<file path="config.mk">
export PLATFORM = sky130hd
export DESIGN_NAME = uart_tx_fifo_drain
export DESIGN_NICKNAME = d
export VERILOG_FILES = /design/src/rtl/uart_pkg.sv /design/src/rtl/uart_baud_gen.sv /design/src/rtl/uart_tx_fifo_drain.sv
export SDC_FILE = /design/constraint.sdc
export NUM_CORES = 1
export LEC_CHECK = 0
export BUFFER_PORTS_ARGS = -buffer_cell sky130_fd_sc_hd__buf_4
export CAP_MARGIN = 25
export CORE_MARGIN = 4
export CORE_UTILIZATION = 50
export CTS_CLUSTER_SIZE = 12
export DETAILED_ROUTE_END_ITERATION = 6
export HOLD_SLACK_MARGIN = 0.02
export PLACE_DENSITY = 0.79
export REMOVE_ABC_BUFFERS = 1
export SYNTH_ARGS = -nofsm -noshare
export SYNTH_HDL_FRONTEND = slang
export SYNTH_SLANG_ARGS = --single-unit
</file>
<file path="constraint.sdc">
create_clock -name clk -period 2.1 [get_ports clk]
set_input_delay 0.105 -clock clk [delete_from_list [all_inputs] [get_ports clk]]
set_output_delay 0.105 -clock clk [all_outputs]
set_load 0.02 [all_outputs]
</file>
<file path="src/rtl/uart_pkg.sv">
// Shared types and constants for the UART transmit path.
//   uart_tx_state_t : frame FSM states
//   TICKS_PER_BIT   : oversampling ticks per start/data bit
//   cnt_width()     : counter width helper with a lower bound
package uart_pkg;

  typedef enum logic [1:0] {IDLE, START, DATA, STOP} uart_tx_state_t;

  localparam int unsigned TICKS_PER_BIT = 16;

  // Bits needed to count 0..count-1, never less than min_w.
  function automatic int unsigned cnt_width(input int unsigned count,
                                            input int unsigned min_w);
    int unsigned w;
    w = (count > 1) ? $clog2(count) : 1;
    return (w < min_w) ? min_w : w;
  endfunction

endpackage

</file>
<file path="src/rtl/uart_baud_gen.sv">
// Oversampling tick generator.
//   clk   : clock
//   reset : synchronous active-high reset
//   clr   : forces the counter back to 0 (frame-aligned restart)
//   tick  : high for one clk when the counter sits at DVSR-1
module uart_baud_gen
  import uart_pkg::*;
#(
  parameter int unsigned DVSR = 326
) (
  input  logic clk,
  input  logic reset,
  input  logic clr,
  output logic tick
);

  localparam int unsigned CW = cnt_width(DVSR, 1);
  localparam logic [CW-1:0] LAST = CW'(DVSR - 1);

  logic [CW-1:0] count;

  // Free-running 0..DVSR-1, wrapped by compare.
  always_ff @(posedge clk) begin
    if (reset || clr) begin
      count <= '0;
    end else if (count == LAST) begin
      count <= '0;
    end else begin
      count <= count + CW'(1);
    end
  end

  assign tick = (count == LAST);

endmodule

</file>
<file path="src/rtl/uart_tx_fifo_drain.sv">
// Drains a first-word-fall-through FIFO onto a serial line as
// start / DATA_SIZE data bits (LSB first) / stop frames.
//   clk          : clock
//   reset        : synchronous active-high reset
//   fifo_empty   : FIFO empty flag
//   fifo_rdata   : FIFO head word, valid while fifo_empty=0
//   fifo_rd      : pop strobe, one clk per byte (decoded from state)
//   tx           : serial line, idles high, registered
//   tx_busy      : high from the clk after a pop until the frame ends
//   tx_done_tick : one-clk pulse in the last clk of the stop bit
module uart_tx_fifo_drain
  import uart_pkg::*;
#(
  parameter int unsigned DATA_SIZE = 8,
  parameter int unsigned DVSR      = 326,
  parameter int unsigned SB_TICK   = 16
) (
  input  logic                 clk,
  input  logic                 reset,
  input  logic                 fifo_empty,
  input  logic [DATA_SIZE-1:0] fifo_rdata,
  output logic                 fifo_rd,
  output logic                 tx,
  output logic                 tx_busy,
  output logic                 tx_done_tick
);

  localparam int unsigned S_W = cnt_width(SB_TICK, 4);
  localparam int unsigned N_W = cnt_width(DATA_SIZE, 1);

  localparam logic [S_W-1:0] S_BIT_LAST  = S_W'(TICKS_PER_BIT - 1);
  localparam logic [S_W-1:0] S_STOP_LAST = S_W'(SB_TICK - 1);
  localparam logic [N_W-1:0] N_LAST      = N_W'(DATA_SIZE - 1);

  uart_tx_state_t state, state_next;
  logic [S_W-1:0]       s, s_next;
  logic [N_W-1:0]       n, n_next;
  logic [DATA_SIZE-1:0] b, b_next;
  logic                 tx_next;
  logic                 busy_next;
  logic                 pop;
  logic                 done;
  logic                 tick;

  // Baud counter restarts on the pop so every frame is bit-exact.
  uart_baud_gen #(
    .DVSR (DVSR)
  ) u_baud_gen (
    .clk   (clk),
    .reset (reset),
    .clr   (pop),
    .tick  (tick)
  );

  // State and datapath registers.
  always_ff @(posedge clk) begin
    if (reset) begin
      state   <= IDLE;
      s       <= '0;
      n       <= '0;
      b       <= '0;
      tx      <= 1'b1;
      tx_busy <= 1'b0;
    end else begin
      state   <= state_next;
      s       <= s_next;
      n       <= n_next;
      b       <= b_next;
      tx      <= tx_next;
      tx_busy <= busy_next;
    end
  end

  // Next-state, datapath and strobe decode.
  always_comb begin
    state_next = state;
    s_next     = s;
    n_next     = n;
    b_next     = b;
    pop        = 1'b0;
    done       = 1'b0;

    case (state)
      IDLE: begin
        if (!fifo_empty) begin
          pop        = 1'b1;
          b_next     = fifo_rdata;
          s_next     = '0;
          n_next     = '0;
          state_next = START;
        end
      end
      START: begin
        if (tick) begin
          if (s == S_BIT_LAST) begin
            s_next     = '0;
            state_next = DATA;
          end else begin
            s_next = s + S_W'(1);
          end
        end
      end
      DATA: begin
        if (tick) begin
          if (s == S_BIT_LAST) begin
            s_next = '0;
            b_next = b >> 1;
            if (n == N_LAST) begin
              state_next = STOP;
            end else begin
              n_next = n + N_W'(1);
            end
          end else begin
            s_next = s + S_W'(1);
          end
        end
      end
      STOP: begin
        if (tick) begin
          if (s == S_STOP_LAST) begin
            s_next     = '0;
            done       = 1'b1;
            state_next = IDLE;
          end else begin
            s_next = s + S_W'(1);
          end
        end
      end
      default: state_next = IDLE;
    endcase

    // Line level follows the state being entered, so tx lands one clk
    // after the decision and the start bit begins the clk after the pop.
    case (state_next)
      START:   tx_next = 1'b0;
      DATA:    tx_next = b_next[0];
      default: tx_next = 1'b1;
    endcase

    busy_next = (state_next != IDLE);
  end

  // Strobes are suppressed while reset is held so no byte is lost.
  assign fifo_rd      = pop  & ~reset;
  assign tx_done_tick = done & ~reset;

endmodule

</file>
== Word-level counts from Yosys, hierarchy flattened ==
Cells that the tools add are included.

* Register bits: 28
* Latch bits: 0
* Bits in writable memories: 0
* ROM bits: 0
* Output and inout port bits: 4
* Memories kept: 0

* Add/subtract/negate cells: 3
* Multiply operators: 0
* Div/mod/pow operators: 0
* $lt $le $gt $ge: 0
* Equal/unequal tests: 13
* Shifts and indexed selects: 0
* Mux-type cells: 28
* Bitwise logic cells: 3
* Reductions and logical operators: 9

{| class="wikitable"
|+ Operators with widths
! kind !! count
|-
| $mux 8 || 3
|-
| $mux 2 || 8
|-
| $pmux 8 s2 || 1
|-
| $mux 3 || 4
|-
| $mux 4 || 3
|-
| $add 9x1->9 const B || 1
|-
| $eq 9x9->1 const B || 1
|-
| $ne 2x2->1 const B || 4
|-
| $pmux 2 s4 || 1
|-
| $pmux 4 s2 || 1
|-
| $eq 2x2->1 const B || 3
|-
| $pmux 3 s2 || 1
|-
| $mux 1 || 5
|-
| $reduce_and 5->1 || 1
|-
| $add 4x1->4 const B || 1
|-
| $eq 2x1->1 const B || 2
|-
| $eq 4x4->1 const B || 1
|-
| $reduce_and 4->1 || 1
|-
| $reduce_bool 2->1 || 2
|-
| $add 3x1->3 const B || 1
|-
| $eq 3x3->1 const B || 1
|-
| $reduce_or 3->1 || 1
|-
| $and 1x1->1 || 2
|-
| $logic_not 2->1 || 1
|-
| other kinds (6) || 6
|}

== Depth between registers and ports, before layout ==
Gate-level depths: netlist (run 1).

* Depth after elaboration: 7
* Gate-level depth with buffers: 7
* Depth with buffers taken out: 7

== By module ==
From an unflattened synthesis (run 1), not the netlist that was laid out.

* Cell total of the unflattened synthesis: 155
* Area total of the unflattened synthesis: 1351.3 sq um

{| class="wikitable"
|+ Modules (own cells, without submodules)
! module !! instances !! cells each !! area an instance (sq um) !! sequential area each (sq um)
|-
| uart_tx_fifo_drain || 1 || 111 || 954.7 || 380.4
|-
| uart_baud_gen || 1 || 44 || 396.6 || 180.2
|}

== Worst setup path after synthesis (run 1) ==
Ideal clock, no wire load.

* Path type: register to output
* Start: register u_baud_gen.count[3]
* End: output port tx_done_tick
* Arrival: 1996 ps
* Data required time: 1995 ps
* Setup slack: -1 ps
* Cell stages (with the launch flop): 6
* Cells stage by stage: dfxtp_1 or4b_1 buf_2 nor2_1 nand2_1 nor4b_1

* Longest elaborated chain between the ends: 4

{| class="wikitable"
|+ RTL lines
! what !! line !! text
|-
| from (decl) || uart_baud_gen.sv:20 || <nowiki>logic [CW-1:0] count;</nowiki>
|-
| from (signal assigned) || uart_baud_gen.sv:29 || <nowiki>count <= count + CW'(1);</nowiki>
|-
| $eq 9x9->1 || uart_baud_gen.sv:33 || <nowiki>assign tick = (count == LAST);</nowiki>
|-
| $mux 1 || uart_tx_fifo_drain.sv:119 || <nowiki>if (tick) begin</nowiki>
|-
| $mux 1 || uart_tx_fifo_drain.sv:83 || <nowiki>case (state)</nowiki>
|-
| $and 1x1->1 || uart_tx_fifo_drain.sv:145 || <nowiki>assign tx_done_tick = done & ~reset;</nowiki>
|-
| to (decl) || uart_tx_fifo_drain.sv:25 || <nowiki>output logic tx_done_tick</nowiki>
|}

Every way passes these cells.

== Worst setup path after layout (run 1) ==
Same ends and word-level chain as after synthesis.

==> results of run 1 <==
## final cells by class
class,instances,area share [%]
multi-input cells,114,45.4
inverters,4,0.932
flip-flops and latches,28,35.0
clock buffers,4,2.25
well taps,30,2.33
repair buffers,30,14.1
## worst reg2reg max path, cell delays in order, from the launching register on
cell     delay, ps
dfxtp_2        360
or4b_4         560
or4b_4         550
or3_1          320
a21oi_1        140
## registers in the layout, summed over array words and instances, names as in the netlist
signal            cells
u_baud_gen.count      9
b                     8
s                     4
n                     3
state                 2
tx                    1
tx_busy               1
## placed cells by master, fill, tap and decap left out, types with 3 or more instances in the layout
| master | synthesis | routed |
|---|---|---|
| ha_1 | 5 | 5 |
| a21oi_1 | 15 | 15 |
| o211ai_1 | 3 | 3 |
| nor3_1 | 3 | 3 |
| nand3_1 | 10 | 10 |
| xor2_1 | 8 | 8 |
| inv_1 | 4 | 4 |
| clkbuf_4 | 0 | 3 |
| nor2_1 | 19 | 18 |
| nand2_1 | 14 | 13 |
| a22oi_1 | 7 | 7 |
| buf_4 | 0 | 29 |
| dfxtp_1 | 28 | 26 |
| or3_1 | 3 | 3 |
## repair_timing
action / CTS / global route
setup buffers: 5 / 1
hold buffers: 1 / 0
endpoints found under the hold margin: 1 / 0
gates resized for setup: 6 / 3
setup endpoints to repair: 2 / 5
pin swaps: 3 / 1
## metal layers
| layer | vias to the layer above | GRT usage [%] | routed length, µm | part of all wire (%) |
|---|---|---|---|---|
| li1 | 600 | - | - | - |
| met1 | 553 | 20.1 | 1150 | 40 |
| met2 | 31 | 32.3 | 1530 | 53 |
| met3 | 8 | 2.18 | 107 | 3.7 |
| met4 | 0 | 9.39 | 75 | 2.6 |
| met5 | - | 0 | 0 | 0 |
## path summary, 6_finish.rpt
kind	start	endpoint	slack, ps	cells after the start
max reg2reg	u_baud_gen.count[3]$_SDFF_PP0_	n[0]$_SDFFE_PP0P_	120	4
max	u_baud_gen.count[3]$_SDFF_PP0_	tx_done_tick	100	5
min	fifo_rdata[6]	b[6]$_SDFFE_PP0P_	50	3
min reg2reg	b[2]$_SDFFE_PP0P_	b[2]$_SDFFE_PP0P_	470	2
## cells by family (layout without fill, tap and decap cells)
kind of cell,Yosys count,count (layout)
XOR/XNOR,10,10
AO/OA/AOI/OAI,32,32
flip-flops,28,28
adder cells (fa/ha/maj),5,5
buffers and inverters,11,38
AND/OR/NAND/NOR,65,65
multiplexers,2,2
## power by group through the flow
stage	combinational (mW)	clock (mW)	sequential, mW
2_1_floorplan	0.0421	0	0.573
3_3_place_gp	0.0860	0	0.570
3_5_place_dp	0.0894	0	0.571
4_1_cts	0.0924	0.265	0.559
5_1_grt	0.104	0.290	0.563
6_report	0.0932	0.259	0.560
==> run_results.csv, run 1 <==
group,metric,value,unit
grt,grt_max_degree,24,
worst_setup_path,cp_slowest_cell,"or4b_4",
power,power,0.912,mW
power,peakVddDrop,0.585,mV
cells_and_area,drive_above_1_share,23.9,%
drt,drtIter0Drc,49,
cells_and_area,final_area,1610,µm²
synth,synth_edf_count,0,
clock_network,clk_pin_slew,140,ps
power,seq_power_share,61.4,%
synth,syn_inst,153,
clock_network,insertion_delay,330,ps
drt,vias,1192,
cells_and_area,stdcell_count,210,
grt,antenna_found_initial,0,
drt,drc,0,
synth,synthMuxAreaShare,1.63,%
cells_and_area,area_growth,23.4,%
placed_design,dpl_cell_area,1490,µm²
synth,ys_types,34,
power,p_clk_share,28.4,%
timing,period_needed,2000,ps
floorplan,dieArea,3490,µm²
clock_network,clockRootBuffer,"clkbuf_4",
timing,report.final.hold_viol_count,0,
power,power.switching,0.216,mW
cells_and_area,num-nets-final,197,
timing,setup_viol,0,
synth,synth_top_area_share,43.0,%
drt,drt-pass1-iter-count,4,
grt,grt-ovfl-total,0,
timing,drv_slew,0,
drt,viasPerCell,5.68,
power,p_leak,0.630,nW
synth,synth.area.top_cells,"dfxtp_1 (43%), a21oi_1 (5.8%), nor2_1 (5.5%)",
status,outcome,"complete, no violations",
floorplan,ios,15,
drt,ant_nets,0,
worst_setup_path,worstPathMaxFanout,4,
synth,synth_top_family_by_area,"simple AND/OR/NAND/NOR gates",
worst_setup_path,worstSetupPathType,"flip-flop to primary output",
worst_setup_path,worstPathBufferInverterCount,1,
clock_network,htree_num_levels,1,
worst_setup_path,crit_path_start_kind,"flip-flop",
placed_design,dp_hpwl,2010,µm
synth,ys_seq_elements,28,
grt,grt_use_total,17.8,%
synth,yosys.area_share.simple,25.7,%
power,pwr-share-comb,10.2,%
floorplan,start_util,52.7,%
synth,yosysMostFrequentCell,"dfxtp_1",
cells_and_area,fin_util,65.0,%
synth,synth.yosys.seq_area_share,43.0,%
synth,synthesis.area,1310,µm²
worst_setup_path,cp.arrival,1900,ps
floorplan,core_area,2480,µm²
synth,async_flop_share,0,%
worst_setup_path,critPathMaxStageDelay,560,ps
synth,synth_xor_xnor_area_share,6.71,%
floorplan,die_w,59.1,µm
clock_network,cts_buffers,3,
placed_design,dp.cells,199,
timing,grt_setup_unrepaired,"no",
synth,synth_top_area_cell,"dfxtp_1",
timing,hold-worst-slack,52.6,ps
timing,fin_crit_sh,95.2,%
run,max-cap-violations,0,
synth,syn_avg_cell_area,8.53,µm²
timing,worst_slew_pin_slew,357,ps
drt,routed_wl,2860,µm
timing,slew_headroom,76.0,%
clock_network,cts.sinks,28,
cells_and_area,multi_input_comb_area,731,µm²
worst_hold_path,hp-class,"primary input to flip-flop",
worst_setup_path,required,2000,ps
placed_design,place_ws,21.0,ps
synth,synth_common_cells,"dfxtp_1 (28), nor2_1 (19), a21oi_1 (15)",
timing,clock_skew,5.59,ps
placed_design,place_congestion,0.836,
clock_network,max-clock-path-buffers,2,
synth,synth_compound_area_share,15.0,%
cells_and_area,regArea,563,µm²
worst_setup_path,critPathCaptureType,"primary output",
power,power.internal,0.696,mW
timing,tns,0,ps
power,p_per_area,567,nW/µm²
floorplan,rows,18,
placed_design,portBuffers,14,
synth,synth_adder_area_share,4.79,%
synth,synth_flop_cell,"dfxtp_1",
drt,post_drt_wl_per_cell,13.6,µm
timing,clock.fmax,500,MHz
clock_network,tritoncts,"done",
worst_setup_path,crit_family,"simple AND/OR/NAND/NOR gates",
grt,grt_pass1_vias,1165,
worst_setup_path,cp_cell_sequence,"or4b_4 > nor2_4 > nand2_2 > nor4b_4 > buf_4",
synth,ys_warn_count,0,
cells_and_area,fillerInstances,206,
grt,grt_pass1_wl,4800,µm
power,swShare,23.7,%
cells_and_area,n_antenna_cell,0,
floorplan,die_height,59.1,µm
timing,fin_ws,99.9,ps
Power figures use the tool's default switching activity.
==> inputs of run 2 (changes only) <==
- CORE_MARGIN: 4 -> 8
- CORE_UTILIZATION: 50 -> 55
- PLACE_DENSITY: 0.79 -> 0.82
- clock period: 2.1 -> 1.87 ns (I/O delays scaled with it)
==> run_results.csv, run 2 (same netlist as run 1, synthesis figures left out) <==
group,metric,value,unit
status,outcome,"finished with violations",
status,violations,"negative setup slack",
cells_and_area,top_register,"u_baud_gen.count",
clock_network,cts_buffers,3,
cells_and_area,area_growth,37.9,%
floorplan,dieArea,4190,µm²
drt,post_drt_wl_per_cell,16.7,µm
cells_and_area,largest_reg_flops,9,
cells_and_area,num-nets-final,208,
worst_setup_path,reg2reg_depth,8,
floorplan,start_util,58.4,%
floorplan,core_area,2230,µm²
run,max-cap-violations,0,
worst_hold_path,min_to,"b[4]$_SDFFE_PP0P_",
timing,clock.fmax,467,MHz
power,p_per_area,640,nW/µm²
cells_and_area,stdcell_count,219,
placed_design,dpl_cell_area,1560,µm²
timing,fin_crit_sh,115,%
drt,top_layer_used,"met4",
clock_network,tritoncts,"done",
clock_network,clockRootBuffer,"clkbuf_4",
timing,drv_slew,0,
grt,grt_max_degree,24,
cells_and_area,n_antenna_cell,0,
timing,period_needed,2140,ps
drt,wl_met1,1540,µm
floorplan,rows,17,
worst_setup_path,required,1780,ps
clock_network,insertion_delay,330,ps
clock_network,htree_num_levels,1,
drt,drt-pass1-iter-count,4,
cells_and_area,regArea,563,µm²
timing,worst_slew_pin_slew,387,ps
worst_setup_path,worstPathMaxFanout,3,
drt,drtIter0Drc,124,
power,peakVddDrop,0.614,mV
worst_hold_path,min_from,"fifo_rdata[4]",
cells_and_area,fin_util,80.6,%
worst_setup_path,timing.rr.start,"u_baud_gen.count[4]$_SDFF_PP0_",
timing,setup_viol,18,
drt,vias,1300,
timing,slew_headroom,74.2,%
clock_network,max-clock-path-buffers,2,
power,p_leak,0.776,nW
drt,wl_met3,158,µm
placed_design,place_congestion,0.833,
worst_setup_path,reg2reg_to,"tx$_SDFF_PP1_",
cells_and_area,final_common_cell,"buf_4",
cells_and_area,final_cell_mix,"buf_4 (37), dfxtp_1 (26), nor2_1 (18), a21oi_1 (14), nand2_1 (13)",
floorplan,ios,15,
grt,grt-ovfl-total,0,
placed_design,portBuffers,14,
cells_and_area,final_area,1800,µm²
drt,drc,0,
cells_and_area,multi_input_comb_area,812,µm²
worst_setup_path,ff2ff_setup_slack,-260,ps
timing,clock_skew,4.18,ps
worst_hold_path,hp-class,"primary input to flip-flop",
worst_setup_path,worstSetupPathType,"flip-flop to primary output",
clock_network,clk_pin_slew,150,ps
placed_design,dp_hpwl,2290,µm
clock_network,cts.sinks,28,
worst_hold_path,holdPathStages,3,
cells_and_area,reg_top3,"u_baud_gen.count (9), b (8), s (4)",
floorplan,die_w,64.7,µm
timing,report.final.hold_viol_count,0,
floorplan,die_height,64.7,µm
drt,viasPerCell,5.94,
cells_and_area,fillerInstances,138,
timing,grt_setup_unrepaired,"yes",
placed_design,dp.cells,207,
placed_design,place_ws,-105,ps
grt,antenna_found_initial,0,
worst_setup_path,crit_path_start_kind,"flip-flop",
grt,grt_pass1_wl,5350,µm
timing,fin_ws,-271,ps
worst_setup_path,cp.arrival,2050,ps
grt,grt_pass1_vias,1216,
worst_setup_path,critPathCaptureType,"primary output",
drt,ant_nets,0,
grt,grt_use_total,15.9,%
cells_and_area,drive_above_1_share,32.5,%
drt,dr_wl_met2,1870,µm
drt,routed_wl,3650,µm
## run 2: cell types whose count changed in the layout (fill, tap and decap cells not counted), moves of 2 or more
cell    delta
buf_6      +3
nor4_4     +2
buf_4      +8
nor4_1     -2
## run 2: critical path, cell delays in order, from the launching register on
cell	delay (ps)
dfxtp_2	360
or4b_4	570
nor2_4	150
buf_6	130
nand2_4	50
nor4b_4	270
buf_4	180
## run 2: cell type report
cell class	instances	share of cell area [%]
clock buffer	3	1.25
clock inverter	1	1.67
inverter	4	0.834
multi-input combinational	114	45.1
sequential	28	31.3
tap	28	1.95
timing repair buffer	41	17.9
## run 2: stage by stage
step / hold slack [ps] / TNS, ps / power, mW
6_report: 40.7 / -3060 / 1.15
5_1_grt: 41.1 / -3890 / 1.20
4_1_cts: 32.3 / -843 / 1.15
3_5_place_dp: 369 / -391 / 0.747
3_3_place_gp: 342 / -58.8 / 0.742
2_1_floorplan: 163 / -569 / 0.691
## run 2: worst max-delay path by stage
stage | start | endpoint | slack (ps) | cells after the start
floorplan | u_baud_gen.count[3]$_SDFF_PP0_ | tx_done_tick | -220 | 4
global placement | u_baud_gen.count[3]$_SDFF_PP0_ | n[2]$_SDFFE_PP0P_ | -20 | 5
CTS | u_baud_gen.count[5]$_SDFF_PP0_ | tx_done_tick | -220 | 6
detailed placement | u_baud_gen.count[3]$_SDFF_PP0_ | n[2]$_SDFFE_PP0P_ | -110 | 5
finish | u_baud_gen.count[4]$_SDFF_PP0_ | tx_done_tick | -270 | 6
global route | u_baud_gen.count[4]$_SDFF_PP0_ | tx$_SDFF_PP1_ | -330 | 8
## run 2: routing by layer
layer | GRT usage (%) | vias to the layer above
met2 | 27.1 | 41
li1 | - | 619
met5 | 0 | -
met4 | 8.17 | 0
met3 | 3.95 | 11
met1 | 17.8 | 629
## run 2: timing repair
action / 4_1_cts / 5_1_grt
buffers inserted: 4 / 3
hold buffers: 1 / 0
pin swaps: 1 / 13
cloned: 0 / 0
gates resized for setup: 9 / 16
endpoints found under the setup margin: 16 / 18
hold endpoints to repair: 1 / 0
## run 2: power breakdown
group / switching [mW] / leakage [nW] / internal, mW / total, mW
Combinational: 0.0672 / 0.518 / 0.0533 / 0.121
Sequential: 0.0121 / 0.229 / 0.616 / 0.628
Clock: 0.186 / 0.0279 / 0.217 / 0.403
Total: 0.265 / 0.776 / 0.886 / 1.15
